### src/rtl/led_to_bcd_pkg.sv
// Shared constants for the 7-segment readback path: active-low segment
// patterns for 0-F, scanner state encoding and digit count.
package led_to_bcd_pkg;

  localparam int NUM_DIGITS = 4;

  localparam logic [6:0] SEG_0 = 7'h40;
  localparam logic [6:0] SEG_1 = 7'h79;
  localparam logic [6:0] SEG_2 = 7'h24;
  localparam logic [6:0] SEG_3 = 7'h30;
  localparam logic [6:0] SEG_4 = 7'h19;
  localparam logic [6:0] SEG_5 = 7'h12;
  localparam logic [6:0] SEG_6 = 7'h02;
  localparam logic [6:0] SEG_7 = 7'h78;
  localparam logic [6:0] SEG_8 = 7'h00;
  localparam logic [6:0] SEG_9 = 7'h10;
  localparam logic [6:0] SEG_A = 7'h08;
  localparam logic [6:0] SEG_B = 7'h03;
  localparam logic [6:0] SEG_C = 7'h46;
  localparam logic [6:0] SEG_D = 7'h21;
  localparam logic [6:0] SEG_E = 7'h06;
  localparam logic [6:0] SEG_F = 7'h0E;

  typedef enum logic {
    SETTLING = 1'b0,
    HOLD     = 1'b1
  } state_t;

endpackage

### src/rtl/seg7_pattern_decode.sv
// Combinational active-low 7-segment pattern to nibble decode, zero latency, no backpressure.
// A-F decode only when LED_TO_BCD_HEX_EN is defined; otherwise they report invalid.
module seg7_pattern_decode
  import led_to_bcd_pkg::*;
(
  input  logic [6:0] seg,
  output logic       valid,
  output logic [3:0] value
);

  always_comb begin
    valid = 1'b1;
    value = 4'h0;
    case (seg)
      SEG_0: value = 4'h0;
      SEG_1: value = 4'h1;
      SEG_2: value = 4'h2;
      SEG_3: value = 4'h3;
      SEG_4: value = 4'h4;
      SEG_5: value = 4'h5;
      SEG_6: value = 4'h6;
      SEG_7: value = 4'h7;
      SEG_8: value = 4'h8;
      SEG_9: value = 4'h9;
`ifdef LED_TO_BCD_HEX_EN
      SEG_A: value = 4'hA;
      SEG_B: value = 4'hB;
      SEG_C: value = 4'hC;
      SEG_D: value = 4'hD;
      SEG_E: value = 4'hE;
      SEG_F: value = 4'hF;
`endif
      default: valid = 1'b0;
    endcase
  end

endmodule

### src/rtl/led_to_bcd_scanner.sv
// Reads back a multiplexed active-low 7-seg bus into four digits; capture STABLE_CYCLES edges after the last change.
// No backpressure (passive observer); LED_TO_BCD_HEX_EN enables A-F decode.
module led_to_bcd_scanner
  import led_to_bcd_pkg::*;
#(
  parameter int STABLE_CYCLES = 4
) (
  input  logic                    clk,
  input  logic                    rst_n,
  input  logic [6:0]              seg,
  input  logic [NUM_DIGITS-1:0]   an,
  output logic [4*NUM_DIGITS-1:0] digits,
  output logic [NUM_DIGITS-1:0]   digit_err,
  output logic                    frame_valid
);

  localparam logic [8:0] STABLE_TGT = 9'(STABLE_CYCLES);

  logic [10:0]           sample_q;
  logic [7:0]            cnt;
  state_t                state, state_nxt;
  logic [NUM_DIGITS-1:0] mask;

  logic                  changed;
  logic                  stable_hit;
  logic                  strobe_ok;
  logic [1:0]            strobe_idx;
  logic [NUM_DIGITS-1:0] strobe_sel;
  logic                  capture;
  logic                  dec_valid;
  logic [3:0]            dec_value;

  seg7_pattern_decode u_decode (
    .seg   (seg),
    .valid (dec_valid),
    .value (dec_value)
  );

  assign changed = ({an, seg} != sample_q);
  // cnt counts stable edges already seen, so this edge is number cnt+1
  assign stable_hit = (state == SETTLING) && !changed &&
                      (({1'b0, cnt} + 9'd1) >= STABLE_TGT);

  always_comb begin
    strobe_ok  = 1'b1;
    strobe_idx = 2'd0;
    case (an)
      4'b1110: strobe_idx = 2'd0;
      4'b1101: strobe_idx = 2'd1;
      4'b1011: strobe_idx = 2'd2;
      4'b0111: strobe_idx = 2'd3;
      default: strobe_ok  = 1'b0;
    endcase
  end

  assign strobe_sel = ~an;
  assign capture    = stable_hit && strobe_ok;

  always_comb begin
    state_nxt = state;
    if (changed) begin
      state_nxt = SETTLING;
    end else if (stable_hit) begin
      state_nxt = HOLD;
    end
  end

  always_ff @(posedge clk or negedge rst_n) begin
    if (!rst_n) begin
      state    <= SETTLING;
      sample_q <= '1;
      cnt      <= 8'd0;
    end else begin
      state <= state_nxt;
      if (changed) begin
        sample_q <= {an, seg};
        cnt      <= 8'd0;
      end else if (state == SETTLING && cnt != 8'hFF) begin
        cnt <= cnt + 8'd1;
      end
    end
  end

  always_ff @(posedge clk or negedge rst_n) begin
    if (!rst_n) begin
      digits      <= '0;
      digit_err   <= '0;
      mask        <= '0;
      frame_valid <= 1'b0;
    end else begin
      frame_valid <= 1'b0;
      if (capture) begin
        if (dec_valid) begin
          digits[{strobe_idx, 2'b00} +: 4] <= dec_value;
        end
        digit_err[strobe_idx] <= ~dec_valid;
        // frame completes on the capture that fills the last mask bit
        if ((mask | strobe_sel) == '1) begin
          frame_valid <= 1'b1;
          mask        <= '0;
        end else begin
          mask <= mask | strobe_sel;
        end
      end
    end
  end

endmodule

### config.mk
export PLATFORM = sky130hd
export DESIGN_NAME = led_to_bcd_scanner
export DESIGN_NICKNAME = d
export VERILOG_FILES = /design/src/rtl/led_to_bcd_pkg.sv /design/src/rtl/seg7_pattern_decode.sv /design/src/rtl/led_to_bcd_scanner.sv
export SDC_FILE = /design/constraint.sdc
export NUM_CORES = 1
export LEC_CHECK = 0
export BUFFER_PORTS_ARGS = -buffer_cell sky130_fd_sc_hd__buf_2
export CAP_MARGIN = 0
export CORE_ASPECT_RATIO = 1.1
export CORE_MARGIN = 5
export CORE_UTILIZATION = 45
export CTS_BUF_LIST = sky130_fd_sc_hd__clkbuf_2
export DETAILED_ROUTE_END_ITERATION = 6
export PLACE_DENSITY = 0.67
export SKIP_CTS_REPAIR_TIMING = 1
export SYNTH_ARGS = -nofsm -noshare
export SYNTH_HDL_FRONTEND = slang
export SYNTH_SLANG_ARGS = --single-unit
export TNS_END_PERCENT = 20
### constraint.sdc
create_clock -name clk -period 2.25 [get_ports clk]
set_clock_uncertainty 0.05 [all_clocks]
set_input_delay 0.1125 -clock clk [delete_from_list [all_inputs] [get_ports clk]]
set_output_delay 0.1125 -clock clk [all_outputs]
set_load 0.02 [all_outputs]
==> impl_metrics.py, run 1 <==
metrics = {
    "sta": {
        "slew_headroom_pct": 43.4,
        "period_needed_ns": 2.18,
        "tightest_slew_ns": 0.848,
        "hold_violations": 0,
        "finalCritPeriodShare_pct": 97.0,
        "fmax_mhz": 458,
        "maxSlewViolCount": 0,
        "finalSetupViolations": 0,
    },
    "logic_synthesis": {
        "ys.warnings.count": 0,
        "ys_seq_area_share_pct": 46.1,
        "synth_fp_nets": 258,
        "syn_avg_cell_area_um2": 10.4,
        "synth_ff_type": "dfrtp_1",
        "synth_top_area_share_pct": 34.4,
        "synth.ff_latch_count": 45,
        "synth_area_leaders": "dfrtp_1 (34%), dfstp_2 (12%), mux2_2 (9.1%)",
        "yosysTopAreaCell": "dfrtp_1",
        "netlist_top_cells_count": "dfrtp_1 (34), nor2_1 (34), mux2_2 (20)",
        "syn_area_um2": 2470,
        "synth.distinct_cells": 42,
        "netlist_instances": 237,
        "async_reset_ff_share_pct": 100,
        "synth_edf_count": 0,
    },
    "critical_path": {
        "r2r_cells": 9,
        "path_max_fanout": 11,
        "worstSetupPathType": "reg -> reg",
        "crit_path_end_kind": "flip-flop",
        "critical_path_arrival_ns": 2.49,
        "start_kind": "flip-flop",
        "worstPathRequired_ns": 2.55,
    },
    "status": {
        "status": "completed",
    },
    "min_path": {
        "hold_path_class": "in -> async",
    },
    "route": {
        "vias": 1810,
        "drtIter0Drc": 56,
        "drc_errors": 0,
        "wl_um": 4930,
        "drtPass1Iterations": 2,
        "detail_route.wl_per_cell_um": 13.6,
        "postRouteAntennaNets": 0,
        "routed_via_density": 4.99,
    },
    "power": {
        "p_per_area_nw_per_um2": 512,
        "ir_drop_mv": 0.270,
        "leakage_nw": 1.45,
        "finalPower_w": 0.00154,
    },
    "grt": {
        "grt_pass1_wl_um": 8310,
        "overflow": 0,
        "grt_max_degree": 40,
        "track_usage_pct": 15.2,
        "antenna_found_initial": 0,
        "grt_pass1_vias": 1751,
    },
    "final_layout": {
        "multi_input_area_um2": 1210,
        "fin_nets": 308,
        "fillCellCount": 474,
        "n_antenna_cell": 0,
        "drive_gt1_share_pct": 35.4,
        "fin_area_um2": 3010,
        "area_growth_pct": 21.8,
        "seqCellArea_um2": 1140,
    },
    "cts": {
        "insertion_delay_ns": 0.42,
        "ctsRootBufferMaster": "clkbuf_2",
        "clock_sinks": 45,
        "ctsHtreeMaxLevel": 2,
        "cts_tree": "built",
        "clkTransAtPathRegs_ns": 0.23,
        "numCtsBuffers": 5,
        "clk_path_buf_depth": 2,
    },
    "flow_run": {
        "drv_cap": 0,
    },
    "placement": {
        "placed_area_um2": 2760,
        "io_buffers": 33,
        "place_congestion": 0.853,
        "dp_hpwl_um": 3610,
    },
    "floorplanning": {
        "die_h_um": 87.7,
        "die_w_um": 80.6,
        "die-area_um2": 7070,
        "fp-row-count": 28,
        "initial_core_util_pct": 46.1,
        "ioPinCount": 34,
        "core_area_um2": 5360,
    },
}
-- worst max-delay path, cell delays in order (launching register included) --
cell      delay (ns)
dfrtp_1         0.46
buf_4           0.16
and3_4          0.18
or3_1           0.32
nand3_2         0.07
o211ai_1        0.08
buf_4           0.16
buf_4           0.17
nand4_4         0.11
mux2_2          0.34
-- sequential cells by signal (all words and copies together), names as in the netlist --
signal       cells
cnt              8
state            1
mask             4
sample_q        11
frame_valid      1
digit_err        4
digits          16
-- metrics by stage --
stage | hold WS [ns] | cells | util, % | setup TNS, ns | setup WS (ns)
global route | 0.266 | 363 | 56.1 | -0.000412 | -0.000412
floorplan | -0.233 | 237 | - | 0 | 0.0143
finish | 0.241 | 363 | 56.1 | 0 | 0.0676
global placement | 0.214 | 341 | 51.5 | 0 | 0.0711
CTS | -0.302 | 349 | 53.2 | -0.0498 | -0.0117
detailed placement | 0.222 | 341 | 51.5 | -0.00689 | -0.00581
-- layout make-up --
class	count	share of cell area, %
flip-flops and latches	45	37.9
clock inverters	3	2.29
well taps	75	3.12
inverters	8	0.998
repair buffers	65	14.5
multi-input cells	162	40.3
clock buffers	5	0.832
-- cell families after synthesis --
group,count (synthesis),synth area share [%]
xor gates and xnor gates,23,8.16
DFF,45,46.2
buffers and inverters,30,5.42
and+or+nand+nor,89,21.1
muxes,22,9.93
AOI/OAI and AO/OA,20,5.22
adders and majority gates,8,4.05
-- worst paths after layout --
| check | end | slack (ns) | from |
|---|---|---|---|
| max | digits[10]$_DFFE_PN0P_ | 0.07 | cnt[0]$_DFFE_PN0P_ |
| min | cnt[2]$_DFFE_PN0P_ | 0.24 | rst_n |
| max reg2reg | digits[10]$_DFFE_PN0P_ | 0.07 | cnt[0]$_DFFE_PN0P_ |
| min reg2reg | digit_err[0]$_DFFE_PN0P_ | 0.48 | digit_err[0]$_DFFE_PN0P_ |
| max in group asynchronous | sample_q[7]$_DFFE_PN1N_ | 1.21 | rst_n |
| min in group clk | sample_q[7]$_DFFE_PN1N_ | 0.31 | an[0] |
-- power by group --
group | internal [W] | switching, W | total (W)
clock network | 0.000303 | 0.000265 | 0.000568
registers | 0.000828 | 0.00000409 | 0.000832
logic | 0.0000573 | 0.0000838 | 0.000141
-- per-layer routing --
layer  up-vias  share of wire [%]  track usage, %
met5         -                  0               0
met4         0                1.4            4.61
met3         8                3.9            4.63
met2        27                 48            24.6
met1       867                 46            19.7
li1        908                  -               -
-- cells in the final DEF (no fill, tap or decap), types with 3 or more instances in the layout --
master         Yosys  routed
mux2_2            20      20
ha_1               8       7
buf_4              0      20
or3_1              3       3
nand4_1            6       6
nor2_1            34      34
nand3b_1           4       4
nor3_1             3       3
buf_2              5      33
dfrtp_1           34      33
dfstp_2           11      11
nor4_1             3       3
nand3_1           10       8
nand2_1            6       6
xnor2_1            5       5
nand3_2            1       3
o22ai_1            3       3
inv_1              8       8
dlygate4sd3_1      0      12
a21oi_1            3       3
clkbuf_2           0       5
a31oi_1            6       6
xor2_1            18      18
Note: power is estimated with default switching activity, not from simulation.
==> run 2: changes to the inputs <==
--- a/config.mk
+++ b/config.mk
@@ -5,14 +5,14 @@
 export SDC_FILE = /design/constraint.sdc
 export NUM_CORES = 1
 export LEC_CHECK = 0
-export BUFFER_PORTS_ARGS = -buffer_cell sky130_fd_sc_hd__buf_2
 export CAP_MARGIN = 0
 export CORE_ASPECT_RATIO = 1.1
 export CORE_MARGIN = 5
 export CORE_UTILIZATION = 45
 export CTS_BUF_LIST = sky130_fd_sc_hd__clkbuf_2
 export DETAILED_ROUTE_END_ITERATION = 6
-export PLACE_DENSITY = 0.67
+export DONT_BUFFER_PORTS = 1
+export GPL_TIMING_DRIVEN = 1
 export SKIP_CTS_REPAIR_TIMING = 1
 export SYNTH_ARGS = -nofsm -noshare
 export SYNTH_HDL_FRONTEND = slang
==> constraint.sdc (replaced) <==
create_clock -name clk -period 2.3 [get_ports clk]
set_clock_uncertainty 0.05 [all_clocks]
set_input_delay 0.115 -clock clk [delete_from_list [all_inputs] [get_ports clk]]
set_output_delay 0.115 -clock clk [all_outputs]
set_load 0.02 [all_outputs]
==> impl_metrics.py, run 2 (synthesis gave the netlist of run 1 again) <==
metrics = {
    "placement": {
        "dp_hpwl_um": 3480,
        "io_buffers": 0,
        "place_congestion": 0.892,
    },
    "floorplanning": {
        "initial_core_util_pct": 46.1,
        "fp-row-count": 28,
        "core_area_um2": 5360,
        "die_h_um": 87.7,
        "die-area_um2": 7070,
        "ioPinCount": 34,
        "die_w_um": 80.6,
    },
    "grt": {
        "antenna_found_initial": 0,
        "grt_pass1_vias": 1640,
        "track_usage_pct": 14.8,
        "overflow": 0,
        "grt_pass1_wl_um": 8140,
        "grt_max_degree": 46,
    },
    "route": {
        "postRouteAntennaNets": 0,
        "drc_errors": 0,
        "detail_route.wl_per_cell_um": 15.7,
        "drtPass1Iterations": 4,
        "drtIter0Drc": 67,
        "vias": 1709,
        "routed_via_density": 5.21,
        "wl_um": 5160,
    },
    "final_layout": {
        "drive_gt1_share_pct": 26.5,
        "regMostFlops": "digits",
        "reg.largest.list": "digits x16, sample_q x11, cnt x8",
        "fin_nets": 273,
        "fillCellCount": 497,
        "fin_util_pct": 52.5,
        "final_cell_mix": "nor2_1 (34), dfrtp_1 (31), mux2_2 (20)",
        "largest_reg_flops": 16,
        "area_growth_pct": 14.0,
        "n_antenna_cell": 0,
        "final_common_cell": "nor2_1",
    },
    "critical_path": {
        "crit_path_end_kind": "flip-flop",
        "worstPathRequired_ns": 2.57,
        "path_max_fanout": 7,
        "r2r_cells": 8,
        "r2r_setup_slack_ns": 0.11,
        "critical_path_arrival_ns": 2.46,
        "worstSetupPathType": "reg -> reg",
        "start_kind": "flip-flop",
        "r2r-start": "cnt[3]$_DFFE_PN0P_",
        "r2r_end": "digits[6]$_DFFE_PN0P_",
    },
    "sta": {
        "finalSetupViolations": 0,
        "tightest_slew_ns": 0.664,
        "maxSlewViolCount": 0,
        "hold_violations": 0,
        "finalCritPeriodShare_pct": 95.2,
        "slew_headroom_pct": 55.7,
        "rsz0062_at_grt": "no",
        "fmax_mhz": 457,
        "fin_setup_tns_ns": 0,
        "period_needed_ns": 2.19,
    },
    "flow_run": {
        "drv_cap": 0,
    },
    "min_path": {
        "hold_path_class": "in -> async",
    },
    "power": {
        "leakage_nw": 1.27,
        "ir_drop_mv": 0.289,
        "p_per_area_nw_per_um2": 482,
        "finalPower_w": 0.00136,
    },
    "cts": {
        "numCtsBuffers": 5,
        "clkTransAtPathRegs_ns": 0.21,
        "clock_sinks": 45,
        "cts_tree": "built",
        "insertion_delay_ns": 0.41,
        "ctsHtreeMaxLevel": 2,
        "clk_path_buf_depth": 2,
        "ctsRootBufferMaster": "clkbuf_2",
    },
    "status": {
        "status": "completed",
    },
}
==> run 2: layout make-up <==
| cell class | count | area [µm²] | area share, % |
|---|---|---|---|
| Inverter | 8 | 30.0 | 1.07 |
| Sequential cell | 45 | 1140 | 40.6 |
| Multi-Input combinational cell | 162 | 1210 | 43.0 |
| Clock inverter | 2 | 33.8 | 1.20 |
| Clock buffer | 6 | 30.0 | 1.07 |
| Tap cell | 75 | 93.8 | 3.33 |
| Timing Repair Buffer | 30 | 273 | 9.69 |
==> run 2: routing by layer <==
| layer | GRT usage (%) | vias up | routed length (µm) |
|---|---|---|---|
| met5 | 0 | - | 0 |
| met4 | 5.38 | 0 | 124 |
| met3 | 4.94 | 13 | 324 |
| met2 | 24.8 | 32 | 2530 |
| met1 | 17.8 | 822 | 2180 |
| li1 | - | 842 | - |
==> run 2: worst max path at each step <==
| stage | from | to | slack, ns | cells after the start |
|---|---|---|---|---|
| after global placement | cnt[0]$_DFFE_PN0P_ | digits[4]$_DFFE_PN0P_ | 0.10 | 8 |
| final | cnt[3]$_DFFE_PN0P_ | digits[6]$_DFFE_PN0P_ | 0.11 | 8 |
| after global routing | cnt[0]$_DFFE_PN0P_ | digit_err[2]$_DFFE_PN0P_ | 0.001 | 9 |
| after floorplan | cnt[0]$_DFFE_PN0P_ | digits[10]$_DFFE_PN0P_ | 0.006 | 9 |
| after detailed placement | cnt[0]$_DFFE_PN0P_ | digits[6]$_DFFE_PN0P_ | 0.04 | 8 |
| after CTS | cnt[0]$_DFFE_PN0P_ | digits[6]$_DFFE_PN0P_ | 0.02 | 8 |
==> run 2: worst max-delay path, stage by stage, from the launching register on <==
cell      delay (ns)
dfrtp_2         0.49
and4_1          0.22
or4_1           0.39
nand3_1         0.10
o211ai_1        0.08
buf_4           0.16
buf_4           0.16
nand4_4         0.10
mux2_2          0.34
==> run 2: per-stage QoR <==
| stage | instance area (µm²) | std cells | worst slack [ns] | hold WS, ns |
|---|---|---|---|---|
| finish | 2820 | 328 | 0.110 | 0.106 |
| global route | 2820 | 328 | 0.00111 | 0.0812 |
| CTS | 2600 | 308 | 0.0232 | -0.720 |
| detailed placement | 2530 | 300 | 0.0405 | -0.228 |
| global placement | 2530 | 300 | 0.100 | -0.229 |
| floorplan | 2470 | 237 | 0.00627 | -0.231 |
==> run 2: power by group <==
group	switching, W	internal (W)	total (W)	leakage, nW
clock	0.000244	0.000185	0.000430	0.0406
combinational	0.0000609	0.0000528	0.000114	0.648
sequential	0.00000406	0.000810	0.000814	0.586
==> run 3: changes to the inputs <==
==> constraint.sdc (replaced) <==
create_clock -name clk -period 2 [get_ports clk]
set_clock_uncertainty 0.05 [all_clocks]
set_input_delay 0.1 -clock clk [delete_from_list [all_inputs] [get_ports clk]]
set_output_delay 0.1 -clock clk [all_outputs]
set_load 0.02 [all_outputs]
==> impl_metrics.py, run 3 (synthesis gave the netlist of run 1 again) <==
metrics = {
    "sta": {
        "rsz0062_at_grt": "yes",
        "slew_headroom_pct": 63.1,
        "tightest_slew_ns": 0.548,
        "layout_setup_ws_ns": -0.153,
        "fin_setup_tns_ns": -2.95,
        "finalSetupViolations": 25,
        "finalCritPeriodShare_pct": 108,
        "maxSlewViolCount": 0,
        "fmax_mhz": 465,
        "hold_violations": 0,
        "period_needed_ns": 2.15,
    },
    "route": {
        "postRouteAntennaNets": 0,
        "drc_errors": 0,
        "wl_um": 5290,
        "routed_via_density": 5.27,
        "drtPass1Iterations": 4,
        "drtIter0Drc": 70,
        "detail_route.wl_per_cell_um": 15.6,
        "vias": 1792,
    },
    "min_path": {
        "hold_path_class": "in -> reg",
        "hold_depth": 3,
        "hold_start": "seg[2]",
        "hold_path_end": "digits[10]$_DFFE_PN0P_",
    },
    "placement": {
        "io_buffers": 0,
        "dp_cells": 315,
        "placed_area_um2": 2670,
        "place_congestion": 0.768,
        "dp_hpwl_um": 3600,
    },
    "final_layout": {
        "reg.largest.list": "digits x16, sample_q x11, cnt x8",
        "final_cell_mix": "nor2_1 (34), dfrtp_1 (34), buf_4 (26)",
        "fin_area_um2": 2950,
        "regMostFlops": "digits",
        "final_cell_count_no_fill": 340,
        "n_antenna_cell": 0,
        "fin_nets": 285,
        "largest_reg_flops": 16,
        "area_growth_pct": 19.5,
        "drive_gt1_share_pct": 29.8,
    },
    "floorplanning": {
        "fp-row-count": 28,
        "die-area_um2": 7070,
        "die_h_um": 87.7,
        "core_area_um2": 5360,
        "die_w_um": 80.6,
        "initial_core_util_pct": 46.1,
        "ioPinCount": 34,
    },
    "critical_path": {
        "cpMaxStageDelayCell": "or4_1",
        "path_delay_family": "simple AND/OR/NAND/NOR gates",
        "cp_num_buf_inv": 1,
        "worstSetupPathType": "reg -> reg",
        "r2r_end": "digits[2]$_DFFE_PN0P_",
        "critical_path_arrival_ns": 2.41,
        "worstPathRequired_ns": 2.26,
        "r2r_setup_slack_ns": -0.15,
        "start_kind": "flip-flop",
        "cp_cell_sequence": "nand3_2, or4_1, nand3_1, o211ai_1, buf_4, nand4_1, mux2_2",
        "crit_path_end_kind": "flip-flop",
        "r2r_cells": 7,
        "cp_slowest_stage_delay_ns": 0.48,
        "path_max_fanout": 5,
        "r2r-start": "cnt[1]$_DFFE_PN0P_",
    },
    "power": {
        "ir_drop_mv": 0.458,
        "p_per_area_nw_per_um2": 529,
        "finalPower_w": 0.00156,
        "leakage_nw": 1.36,
    },
    "grt": {
        "grt_pass1_wl_um": 8280,
        "antenna_found_initial": 0,
        "grt_pass1_vias": 1708,
        "overflow": 0,
        "track_usage_pct": 15.2,
        "grt_max_degree": 46,
    },
    "cts": {
        "cts_tree": "built",
        "insertion_delay_ns": 0.40,
        "clkTransAtPathRegs_ns": 0.22,
        "ctsRootBufferMaster": "clkbuf_2",
        "clk_path_buf_depth": 2,
        "clock_sinks": 45,
        "numCtsBuffers": 5,
        "ctsHtreeMaxLevel": 2,
    },
    "flow_run": {
        "drv_cap": 0,
    },
    "status": {
        "status": "finished with violations",
        "violations": "negative setup slack",
    },
}
run 3: layout make-up:
class                      count  area, µm²
fill                         497       2410
multi-input combinational    162       1240
sequential                    45       1140
timing repair buffer          42        385
tap                           75       93.8
clock inverter                 2       33.8
clock buffer                   6       30.0
inverter                       8       30.0
run 3: how the worst max path moves through the flow:
| stage | start | end | slack (ns) | depth (start not counted) |
|---|---|---|---|---|
| 2_1_floorplan | cnt[0]$_DFFE_PN0P_ | digits[10]$_DFFE_PN0P_ | -0.16 | 9 |
| 3_3_place_gp | sample_q[1]$_DFFE_PN1N_ | digits[10]$_DFFE_PN0P_ | -0.17 | 7 |
| 3_5_place_dp | cnt[1]$_DFFE_PN0P_ | digits[10]$_DFFE_PN0P_ | -0.19 | 8 |
| 4_1_cts | cnt[1]$_DFFE_PN0P_ | digits[13]$_DFFE_PN0P_ | -0.24 | 7 |
| 5_1_grt | cnt[1]$_DFFE_PN0P_ | digits[5]$_DFFE_PN0P_ | -0.19 | 9 |
| 6_report | cnt[1]$_DFFE_PN0P_ | digits[2]$_DFFE_PN0P_ | -0.15 | 7 |
run 3: power breakdown:
part | switching, W | leakage (nW) | internal [W] | total [W]
clock network | 0.000280 | 0.0406 | 0.000213 | 0.000493
logic | 0.0000708 | 0.724 | 0.0000615 | 0.000132
registers | 0.00000476 | 0.591 | 0.000932 | 0.000936
total | 0.000355 | 1.36 | 0.00121 | 0.00156
run 3: metal layers:
layer	wire length [µm]	vias up	global-route usage, %
met4	103	0	4.61
met2	2640	35	24.6
met1	2240	878	18.9
met3	306	9	5.76
met5	0	-	0
li1	-	870	-
run 3: worst min-delay path, stage by stage:
cell and delay (ns):
nand2b_1 0.19, nor2_1 0.11, mux2_4 0.14
run 3: metrics by stage:
stage	hold WS, ns	setup slack, ns	utilization (%)
final	0.108	-0.153	55.0
after global routing	0.0732	-0.187	55.0
after CTS	-0.745	-0.235	50.9
after detailed placement	-0.243	-0.187	49.7
after global placement	-0.244	-0.171	49.7
after floorplan	-0.246	-0.157	-
